### src/rtl/lap_stopwatch.sv
// lap_stopwatch: MM:SS BCD stopwatch with lap-hold display, up/down counting,
// preset load and four 7-segment digit decoders.
//
// Ports
//   clock       rising-edge system clock
//   reset       asynchronous active-low reset
//   start_stop  level input; each rising edge toggles run/stop
//   clear       synchronous clear of count, prescaler, run, hold and done
//   lap         level input; rising edge toggles display hold while running,
//               forces hold off while stopped
//   down        count direction, 0 = up, 1 = down
//   load        synchronous preset strobe, accepted only while stopped
//   load_val    BCD preset {m1,m0,s1,s0}; out-of-range digits saturate
//   bcd         live count {m1,m0,s1,s0}
//   seg0..seg3  decoded display digits s0, s1, m0, m1, bit order {g,f,e,d,c,b,a}
//   running     high while counting
//   done        one-cycle pulse on up-mode wrap, latched flag at down-mode end
//   tick        one-cycle pulse per elapsed second while running
module lap_stopwatch #(
  parameter int unsigned TICK_DIV       = 50000000,
  parameter bit          SEG_ACTIVE_LOW = 1'b1
) (
  input  logic        clock,
  input  logic        reset,
  input  logic        start_stop,
  input  logic        clear,
  input  logic        lap,
  input  logic        down,
  input  logic        load,
  input  logic [15:0] load_val,
  output logic [15:0] bcd,
  output logic [6:0]  seg0,
  output logic [6:0]  seg1,
  output logic [6:0]  seg2,
  output logic [6:0]  seg3,
  output logic        running,
  output logic        done,
  output logic        tick
);

  localparam logic [25:0] TICK_LAST = 26'(TICK_DIV - 1);

  typedef enum logic {
    ST_STOP = 1'b0,
    ST_RUN  = 1'b1
  } run_state_e;

  run_state_e  state_q, state_d;
  logic [25:0] presc_q, presc_d;
  logic [15:0] cnt_q, cnt_d;
  logic [15:0] disp_q, disp_d;
  logic        hold_q, hold_d;
  logic        done_lat_q, done_lat_d;
  logic        done_pls_q, done_pls_d;
  logic        start_q, lap_q;

  logic        is_run;
  logic        start_edge, lap_edge;
  logic [15:0] cnt_up, cnt_dn;
  logic        wrap_up;

  function automatic logic [3:0] sat(input logic [3:0] d, input logic [3:0] lim);
    return (d > lim) ? lim : d;
  endfunction

  function automatic logic [6:0] seg_dec(input logic [3:0] d);
    logic [6:0] p;
    case (d)
      4'd0:    p = 7'b1000000;
      4'd1:    p = 7'b1111001;
      4'd2:    p = 7'b0100100;
      4'd3:    p = 7'b0110000;
      4'd4:    p = 7'b0011001;
      4'd5:    p = 7'b0010010;
      4'd6:    p = 7'b0000010;
      4'd7:    p = 7'b1111000;
      4'd8:    p = 7'b0000000;
      4'd9:    p = 7'b0010000;
      default: p = 7'b1111111;
    endcase
    return SEG_ACTIVE_LOW ? p : ~p;
  endfunction

  assign is_run     = (state_q == ST_RUN);
  assign start_edge = start_stop & ~start_q;
  assign lap_edge   = lap & ~lap_q;

  // BCD increment with full ripple carry; digits are always in range because
  // loads saturate, so equality against the limit is sufficient.
  always_comb begin
    cnt_up  = cnt_q;
    wrap_up = 1'b0;
    if (cnt_q[3:0] != 4'd9) begin
      cnt_up[3:0] = cnt_q[3:0] + 4'd1;
    end else begin
      cnt_up[3:0] = '0;
      if (cnt_q[7:4] != 4'd5) begin
        cnt_up[7:4] = cnt_q[7:4] + 4'd1;
      end else begin
        cnt_up[7:4] = '0;
        if (cnt_q[11:8] != 4'd9) begin
          cnt_up[11:8] = cnt_q[11:8] + 4'd1;
        end else begin
          cnt_up[11:8] = '0;
          if (cnt_q[15:12] != 4'd5) begin
            cnt_up[15:12] = cnt_q[15:12] + 4'd1;
          end else begin
            cnt_up[15:12] = '0;
            wrap_up       = 1'b1;
          end
        end
      end
    end
  end

  // BCD decrement with full ripple borrow; the 00:00 / 00:01 cases are
  // handled as the terminal condition before this result is used.
  always_comb begin
    cnt_dn = cnt_q;
    if (cnt_q[3:0] != 4'd0) begin
      cnt_dn[3:0] = cnt_q[3:0] - 4'd1;
    end else begin
      cnt_dn[3:0] = 4'd9;
      if (cnt_q[7:4] != 4'd0) begin
        cnt_dn[7:4] = cnt_q[7:4] - 4'd1;
      end else begin
        cnt_dn[7:4] = 4'd5;
        if (cnt_q[11:8] != 4'd0) begin
          cnt_dn[11:8] = cnt_q[11:8] - 4'd1;
        end else begin
          cnt_dn[11:8]  = 4'd9;
          cnt_dn[15:12] = cnt_q[15:12] - 4'd1;
        end
      end
    end
  end

  assign tick = is_run && (presc_q == TICK_LAST);

  // Next-state: clear > load > start/stop edge > tick. Lap handling is
  // independent of that chain; the display follows the next count so that
  // releasing hold shows the live value on the following cycle.
  always_comb begin
    state_d    = state_q;
    presc_d    = presc_q;
    cnt_d      = cnt_q;
    hold_d     = hold_q;
    done_lat_d = done_lat_q;
    done_pls_d = 1'b0;

    if (clear) begin
      state_d    = ST_STOP;
      presc_d    = '0;
      cnt_d      = '0;
      hold_d     = 1'b0;
      done_lat_d = 1'b0;
    end else begin
      if (lap_edge) begin
        hold_d = is_run ? ~hold_q : 1'b0;
      end
      if (load && !is_run) begin
        cnt_d      = {sat(load_val[15:12], 4'd5), sat(load_val[11:8], 4'd9),
                      sat(load_val[7:4], 4'd5), sat(load_val[3:0], 4'd9)};
        presc_d    = '0;
        done_lat_d = 1'b0;
      end else if (start_edge) begin
        if (is_run) begin
          state_d    = ST_STOP;
          done_lat_d = 1'b0;
        end else if (!(down && (cnt_q == '0))) begin
          state_d    = ST_RUN;
          done_lat_d = 1'b0;
        end
      end else if (tick) begin
        presc_d = '0;
        if (down) begin
          if (cnt_q <= 16'h0001) begin
            cnt_d      = '0;
            state_d    = ST_STOP;
            done_lat_d = 1'b1;
          end else begin
            cnt_d = cnt_dn;
          end
        end else begin
          cnt_d      = cnt_up;
          done_pls_d = wrap_up;
        end
      end else if (is_run) begin
        presc_d = presc_q + 26'd1;
      end
    end

    disp_d = hold_d ? disp_q : cnt_d;
  end

  always_ff @(posedge clock or negedge reset) begin
    if (!reset) begin
      state_q    <= ST_STOP;
      presc_q    <= '0;
      cnt_q      <= '0;
      disp_q     <= '0;
      hold_q     <= 1'b0;
      done_lat_q <= 1'b0;
      done_pls_q <= 1'b0;
      start_q    <= 1'b0;
      lap_q      <= 1'b0;
    end else begin
      state_q    <= state_d;
      presc_q    <= presc_d;
      cnt_q      <= cnt_d;
      disp_q     <= disp_d;
      hold_q     <= hold_d;
      done_lat_q <= done_lat_d;
      done_pls_q <= done_pls_d;
      start_q    <= start_stop;
      lap_q      <= lap;
    end
  end

  always_comb begin
    bcd     = cnt_q;
    running = is_run;
    done    = done_lat_q | done_pls_q;
    seg0    = seg_dec(disp_q[3:0]);
    seg1    = seg_dec(disp_q[7:4]);
    seg2    = seg_dec(disp_q[11:8]);
    seg3    = seg_dec(disp_q[15:12]);
  end

endmodule

### config.mk
export PLATFORM = sky130hd
export DESIGN_NAME = lap_stopwatch
export DESIGN_NICKNAME = d
export VERILOG_FILES = /design/src/rtl/lap_stopwatch.sv
export SDC_FILE = /design/constraint.sdc
export NUM_CORES = 1
export LEC_CHECK = 0
export BUFFER_PORTS_ARGS = -buffer_cell sky130_fd_sc_hd__buf_2
export CAP_MARGIN = 15
export CELL_PAD_IN_SITES_DETAIL_PLACEMENT = 2
export CELL_PAD_IN_SITES_GLOBAL_PLACEMENT = 2
export CORE_UTILIZATION = 27
export CTS_CLUSTER_DIAMETER = 100
export DETAILED_ROUTE_END_ITERATION = 10
export PLACE_DENSITY_LB_ADDON = 0.1
export SLEW_MARGIN = 20
export SYNTH_ARGS = -nofsm -noshare
export SYNTH_HDL_FRONTEND = slang
export SYNTH_SLANG_ARGS = --single-unit
### constraint.sdc
create_clock -name clock -period 3.1 [get_ports clock]
set_input_delay 0.62 -clock clock [delete_from_list [all_inputs] [get_ports clock]]
set_output_delay 0.62 -clock clock [all_outputs]
set_load 0.02 [all_outputs]
==> results of run 1 <==
==> metrics by stage <==
step	utilization	power (W)
6_report	0.331	0.00247
5_1_grt	0.331	0.00260
4_1_cts	0.331	0.00251
3_5_place_dp	0.316	0.00153
3_3_place_gp	0.316	0.00151
2_1_floorplan	-	0.00130
==> final timing paths <==
path	from	to	slack, ps	cells past startpoint
max in group asynchronous	reset	presc_q[6]	2080	2
worst min register to register	presc_q[1]	presc_q[1]	520	2
worst min-delay path	reset	bcd[8]	350	1
worst max-delay path	bcd[5]	disp_q[11]	300	8
min in group clock	start_stop	start_q	400	1
worst max register to register	bcd[5]	disp_q[11]	300	8
==> per-layer routing <==
| layer | up-vias | GRT usage |
|---|---|---|
| met5 | - | 0 |
| met3 | 26 | 0.0376 |
| met1 | 2587 | 0.259 |
| li1 | 2377 | - |
| met2 | 75 | 0.359 |
| met4 | 0 | 0.0667 |
==> area by class of cell <==
cell class                 count  area [um^2]
fill                        2105        12100
tap                          229          287
timing repair buffer          91          523
clock buffer                  11          243
multi-input combinational    486         3210
clock inverter                 5         32.5
inverter                      32          120
sequential                    64         1600
==> Yosys cell counts, types with 3 or more instances <==
library cell and count:
dfrtp_1 64, a22oi_1 4, o211ai_1 9, and4bb_2 3, o21ai_0 40, nand4_1 12
a21oi_1 51, o31ai_1 4, and4b_1 3, nor4_1 3, mux2_2 9, nor2_1 79
xor2_1 13, a31oi_1 15, nor3_1 20, a32oi_1 4, nor3b_2 3, o22ai_1 4
nand3b_1 4, nand3_1 29, nand2_1 39, buf_4 3, a211o_1 3, and3_1 6
clkbuf_1 18, o41ai_1 4, ha_1 34, inv_1 31, o21ai_1 3, buf_2 7
xnor2_1 3, and4_1 5, a21o_1 3, a211oi_1 4, and2_1 3, nand2b_1 13
or2_2 7
==> power by group <==
group | switching (W) | total, W | leakage [nW] | internal, W
sequential | 0.0000582 | 0.000921 | 0.867 | 0.000863
clock | 0.000396 | 0.000956 | 0.128 | 0.000560
combinational | 0.000380 | 0.000589 | 1.64 | 0.000209
==> worst max-delay path, stage by stage, from the launching register on <==
cell and delay [ps]:
dfrtp_1 460, inv_1 150, ha_1 220, nor3b_2 420
o211ai_1 290, o311ai_1 570, buf_4 230, a221oi_1 60
o31a_1 300
==> cell families (layout without fill, tap and decap cells) <==
kind of cell | Yosys count | count (layout) | share of synthesized area
AO/OA/AOI/OAI | 173 | 173 | 0.215
multiplexers | 12 | 12 | 0.0309
XOR/XNOR | 16 | 16 | 0.0277
AND/OR/NAND/NOR | 251 | 251 | 0.275
flip-flops | 64 | 64 | 0.316
adder cells (fa/ha/maj) | 34 | 34 | 0.0840
buffers and inverters | 62 | 139 | 0.0514
==> flip-flops by register name, indices dropped and copies added, names as in the netlist <==
signal / cells
running: 1
start_q: 1
disp_q: 16
done_lat_q: 1
done_pls_q: 1
lap_q: 1
hold_q: 1
bcd: 16
presc_q: 26
==> results.md, run 1 <==
* Outcome: finished with violations
* Failing checks: design-rule violations
* RSZ-0062 raised after global routing: no
* Synth Warn # at 0
* Synth async-reset ratio at 1.00
* Worst Clk Skew at 6.36 ps
* Worst Max-Slew Pin Slew at 842 ps
* Register bit total from synthesis at 64
* First-pass GRT wire length at 31.1 mm
* Synth Instances at 612
* Met2 routed WL at 9.71 mm
* Unique masters post-synth at 76
* Wire per inst at 20.9 um
* Area grow syn2layout at 18.6%
* Gr ovfl total at 0
* Worst VDD drop at 0.000250 V
* Final WS setup at 302 ps
* GRT Total Usage at 0.207
* Top Layer Used: met4
* CTS tree: built
* Clk_lat worst skew at 340 ps
* Initial antenna violation count at 0
* Die Ht at 139 um
* FP Rows at 49
* Core area at 18100 um^2
* Crit-path max FO at 6
* Worst relative slew slack at 0.434
* Post-Syn Area per Cell at 8.28 um^2
* Top-area cell type share of the netlist area at 0.316
* Synth area leader: dfrtp_1
* Final setup TNS at 0 ps
* Detailed-route via count at 5065
* Worst setup path category: reg -> reg
* Crit. End Element: flip-flop
* Worst EP arrival at 3030 ps
* CTS Buf Count at 9
* CTS Sinks at 64
* Initial drt markers at 123
* DRT met1 WL at 8.59 mm
* Drt total wl at 19.1 mm
* First-pass DRT Iterations at 9
* # Max-Cap Violations at 0
* Ports at 70
* Layout cell share with drive strength beyond 1 at 0.212
* DRC errors left at 4
* Fin crit period at 2800 ps
* WP data required at 3330 ps
* Worst min-delay path class: in -> async
* Most common cell after layout, fill and taps aside: nor2_1
* Antenna Cells at 0
* Fmax at 357 MHz
* Met3 wire length at 503 um
* Vias per cell at 5.52
* Pwr dens at 410 nW/um^2
* Largest net degree at the start of global routing at 37
* Post-Syn Area at 5070 um^2
* Post-cts sizing count at 0
* Gpl congestion at 0.850
* Final ANT Viol Nets at 0
* Fin. Hold Viols at 0
* # setup viols final at 0
* Die width at 139 um
* H-tree depth at 3
* Setup WS pre-CTS at 344 ps
* Largest cells by area after synthesis: dfrtp_1 (32%), ha_1 (8.4%), nor2_1 (5.9%), a21oi_1 (5.0%), o21ai_0 (4.0%)
* Vias in the first global route at 5487
* Die ar. at 19300 um^2
* Post-CTS Setup Repair Bufs at 0
* EDFF count, synth at 0
* CTS Hold Bufs at 0
* WHS at 353 ps
* Fin. max-slew vios at 0
* Register area share after synthesis at 0.316
* CTS Buffer Depth at 2
* Most frequent cells in the layout: nor2_1 (79), buf_2 (69), dfrtp_1 (64), a21oi_1 (51), o21ai_0 (40)
* Leak pwr at 2.63 nW
* Synth Net Count at 669
* CTS root buf: clkbuf_16
* Setup crit start kind: flip-flop
* IO buf count at 69
* Fin crit share at 0.903
* Ys flop type: dfrtp_1
* Initial Util at 0.279
* Post-route cell area at 6010 um^2
* Clock slew at reported path FFs at 60 ps
* Post-route insts no fill at 918
* Nets@finish at 741
* Post-Place Cell Area at 5740 um^2
* Placed cells at 902
* DP HPWL at 14.7 mm
Power figures use the tool's default switching activity.
==> inputs of run 2 (changes only) <==
RECOVER_POWER = 25   (was unset)
==> results.md, run 2 (synthesis gave the netlist of run 1 again) <==
* Most common cell after layout, fill and taps aside: nor2_1
* Layout cell share with drive strength beyond 1 at 0.209
* Worst Hold Launch: start_stop
* Ports at 70
* CTS Sinks at 64
* Worst Clk Skew at 6.75 ps
* CTS tree: built
* Detailed-route via count at 5039
* Nets@finish at 741
* First-pass DRT Iterations at 10
* Die width at 139 um
* First-pass GRT wire length at 31.1 mm
* CTS root buf: clkbuf_16
* Failing checks: design-rule violations, max-capacitance violations, max-slew violations
* Clock slew at reported path FFs at 60 ps
* # setup viols final at 0
* Die ar. at 19300 um^2
* Hold path cells at 1
* Pwr dens at 411 nW/um^2
* Hold Path Sink: start_q
* WP buf/inv at 2
* H-tree depth at 3
* Total Power at 0.00247 W
* Core area at 18100 um^2
* Antenna Cells at 0
* GRT Total Usage at 0.207
* Initial antenna violation count at 0
* Final WS setup at 306 ps
* Post-cts sizing count at 0
* CTS Hold Bufs at 0
* Vias in the first global route at 5487
* Setup crit start kind: flip-flop
* IO buf count at 69
* DP HPWL at 14.7 mm
* Worst setup path category: reg -> reg
* Gpl congestion at 0.850
* Fin crit period at 2790 ps
* WP data required at 3330 ps
* Worst Max-Slew Pin Slew at 1710 ps
* Worst r2r path cells at 8
* Worst-path cell chain: inv_1, ha_1, nor3b_2, o211ai_1, o311ai_1, buf_4, a221oi_1, o31a_1
* Vias per cell at 5.49
* Max reg flops at 26
* Worst r2r src: bcd[5]
* Crit-path max FO at 6
* Final setup TNS at 0 ps
* Reg2reg end: disp_q[11]
* Post-route cell area at 5990 um^2
* Slowest-stage cell, CP: o311ai_1
* Fmax at 358 MHz
* CTS Buf Count at 9
* RSZ-0062 raised after global routing: no
* DRC errors left at 4
* Reg2Reg Setup Slack at 310 ps
* Largest net degree at the start of global routing at 37
* Final ANT Viol Nets at 0
* Area grow syn2layout at 18.3%
* Drt total wl at 19.2 mm
* Fin. Hold Viols at 0
* Biggest register: presc_q
* Worst min-delay path class: in -> reg
* FP Rows at 49
* # Max-Cap Violations at 1
* Outcome: finished with violations
* CP peak stage delay at 570 ps
* Gr ovfl total at 0
* Worst VDD drop at 0.000253 V
* Leak pwr at 2.62 nW
* Cell family with most CP delay: compound AO/OA/AOI/OAI gates
* Initial drt markers at 148
* Clk_lat worst skew at 340 ps
* Crit. End Element: flip-flop
* Worst EP arrival at 3020 ps
* Fin crit share at 0.901
* Fin. max-slew vios at 30
* Post-Place Cell Area at 5740 um^2
* Initial Util at 0.279
* Wire per inst at 20.9 um
* Post-CTS Setup Repair Bufs at 0
* CTS Buffer Depth at 2
* Worst relative slew slack at -0.143
* Setup WS pre-CTS at 344 ps
* Die Ht at 139 um
* Most frequent cells in the layout: nor2_1 (79), buf_2 (67), dfrtp_1 (64), a21oi_1 (51), o21ai_0 (40)
* FILL cells at 2109
==> run 2: cell count changes in the layout (fill, tap and decap cells not counted), sizes merged <==
cell and delta:
buf -3, clkbuf +3
==> run 2: worst reg2reg max path: stages (launching register included) <==
cell	delay (ps)
dfrtp_1	460
inv_1	150
ha_1	220
nor3b_2	420
o211ai_1	290
o311ai_1	570
buf_4	230
a221oi_1	60
o31a_1	300
==> run 2: per-layer routing <==
layer	share of wire	up-vias	GRT usage	routed length, um
li1	-	2380	-	-
met1	0.45	2564	0.259	8600
met2	0.51	70	0.359	9730
met5	0	-	0	0
met4	0.018	0	0.0667	347
met3	0.026	25	0.0376	494
==> run 2: how the worst max path moves through the flow <==
stage,start,end,cells after the start
floorplan,bcd[0],disp_q[14],8
global placement,bcd[5],disp_q[11],8
detailed placement,bcd[5],disp_q[11],8
CTS,bcd[5],disp_q[11],8
global route,reset,presc_q[25],2
finish,bcd[5],disp_q[11],8
==> run 2: power breakdown <==
part	total (W)	switching (W)	internal, W
clock network	0.000958	0.000398	0.000560
logic	0.000586	0.000379	0.000207
registers	0.000921	0.0000584	0.000863
total	0.00247	0.000836	0.00163
==> run 2: through the flow <==
step | util | hold slack [ps] | cells
2_1_floorplan | - | 324 | 612
3_3_place_gp | 0.316 | 502 | 902
3_5_place_dp | 0.316 | 523 | 902
4_1_cts | 0.331 | 366 | 918
5_1_grt | 0.330 | 382 | 918
6_report | 0.330 | 398 | 918
==> run 2: layout make-up <==
type	instances	area (um^2)	area share
clock inverter	5	32.5	0.00543
inverter	32	120	0.0200
tap	229	287	0.0478
timing repair buffer	91	505	0.0843
sequential	64	1600	0.267
multi-input combinational	486	3210	0.535
clock buffer	11	243	0.0405
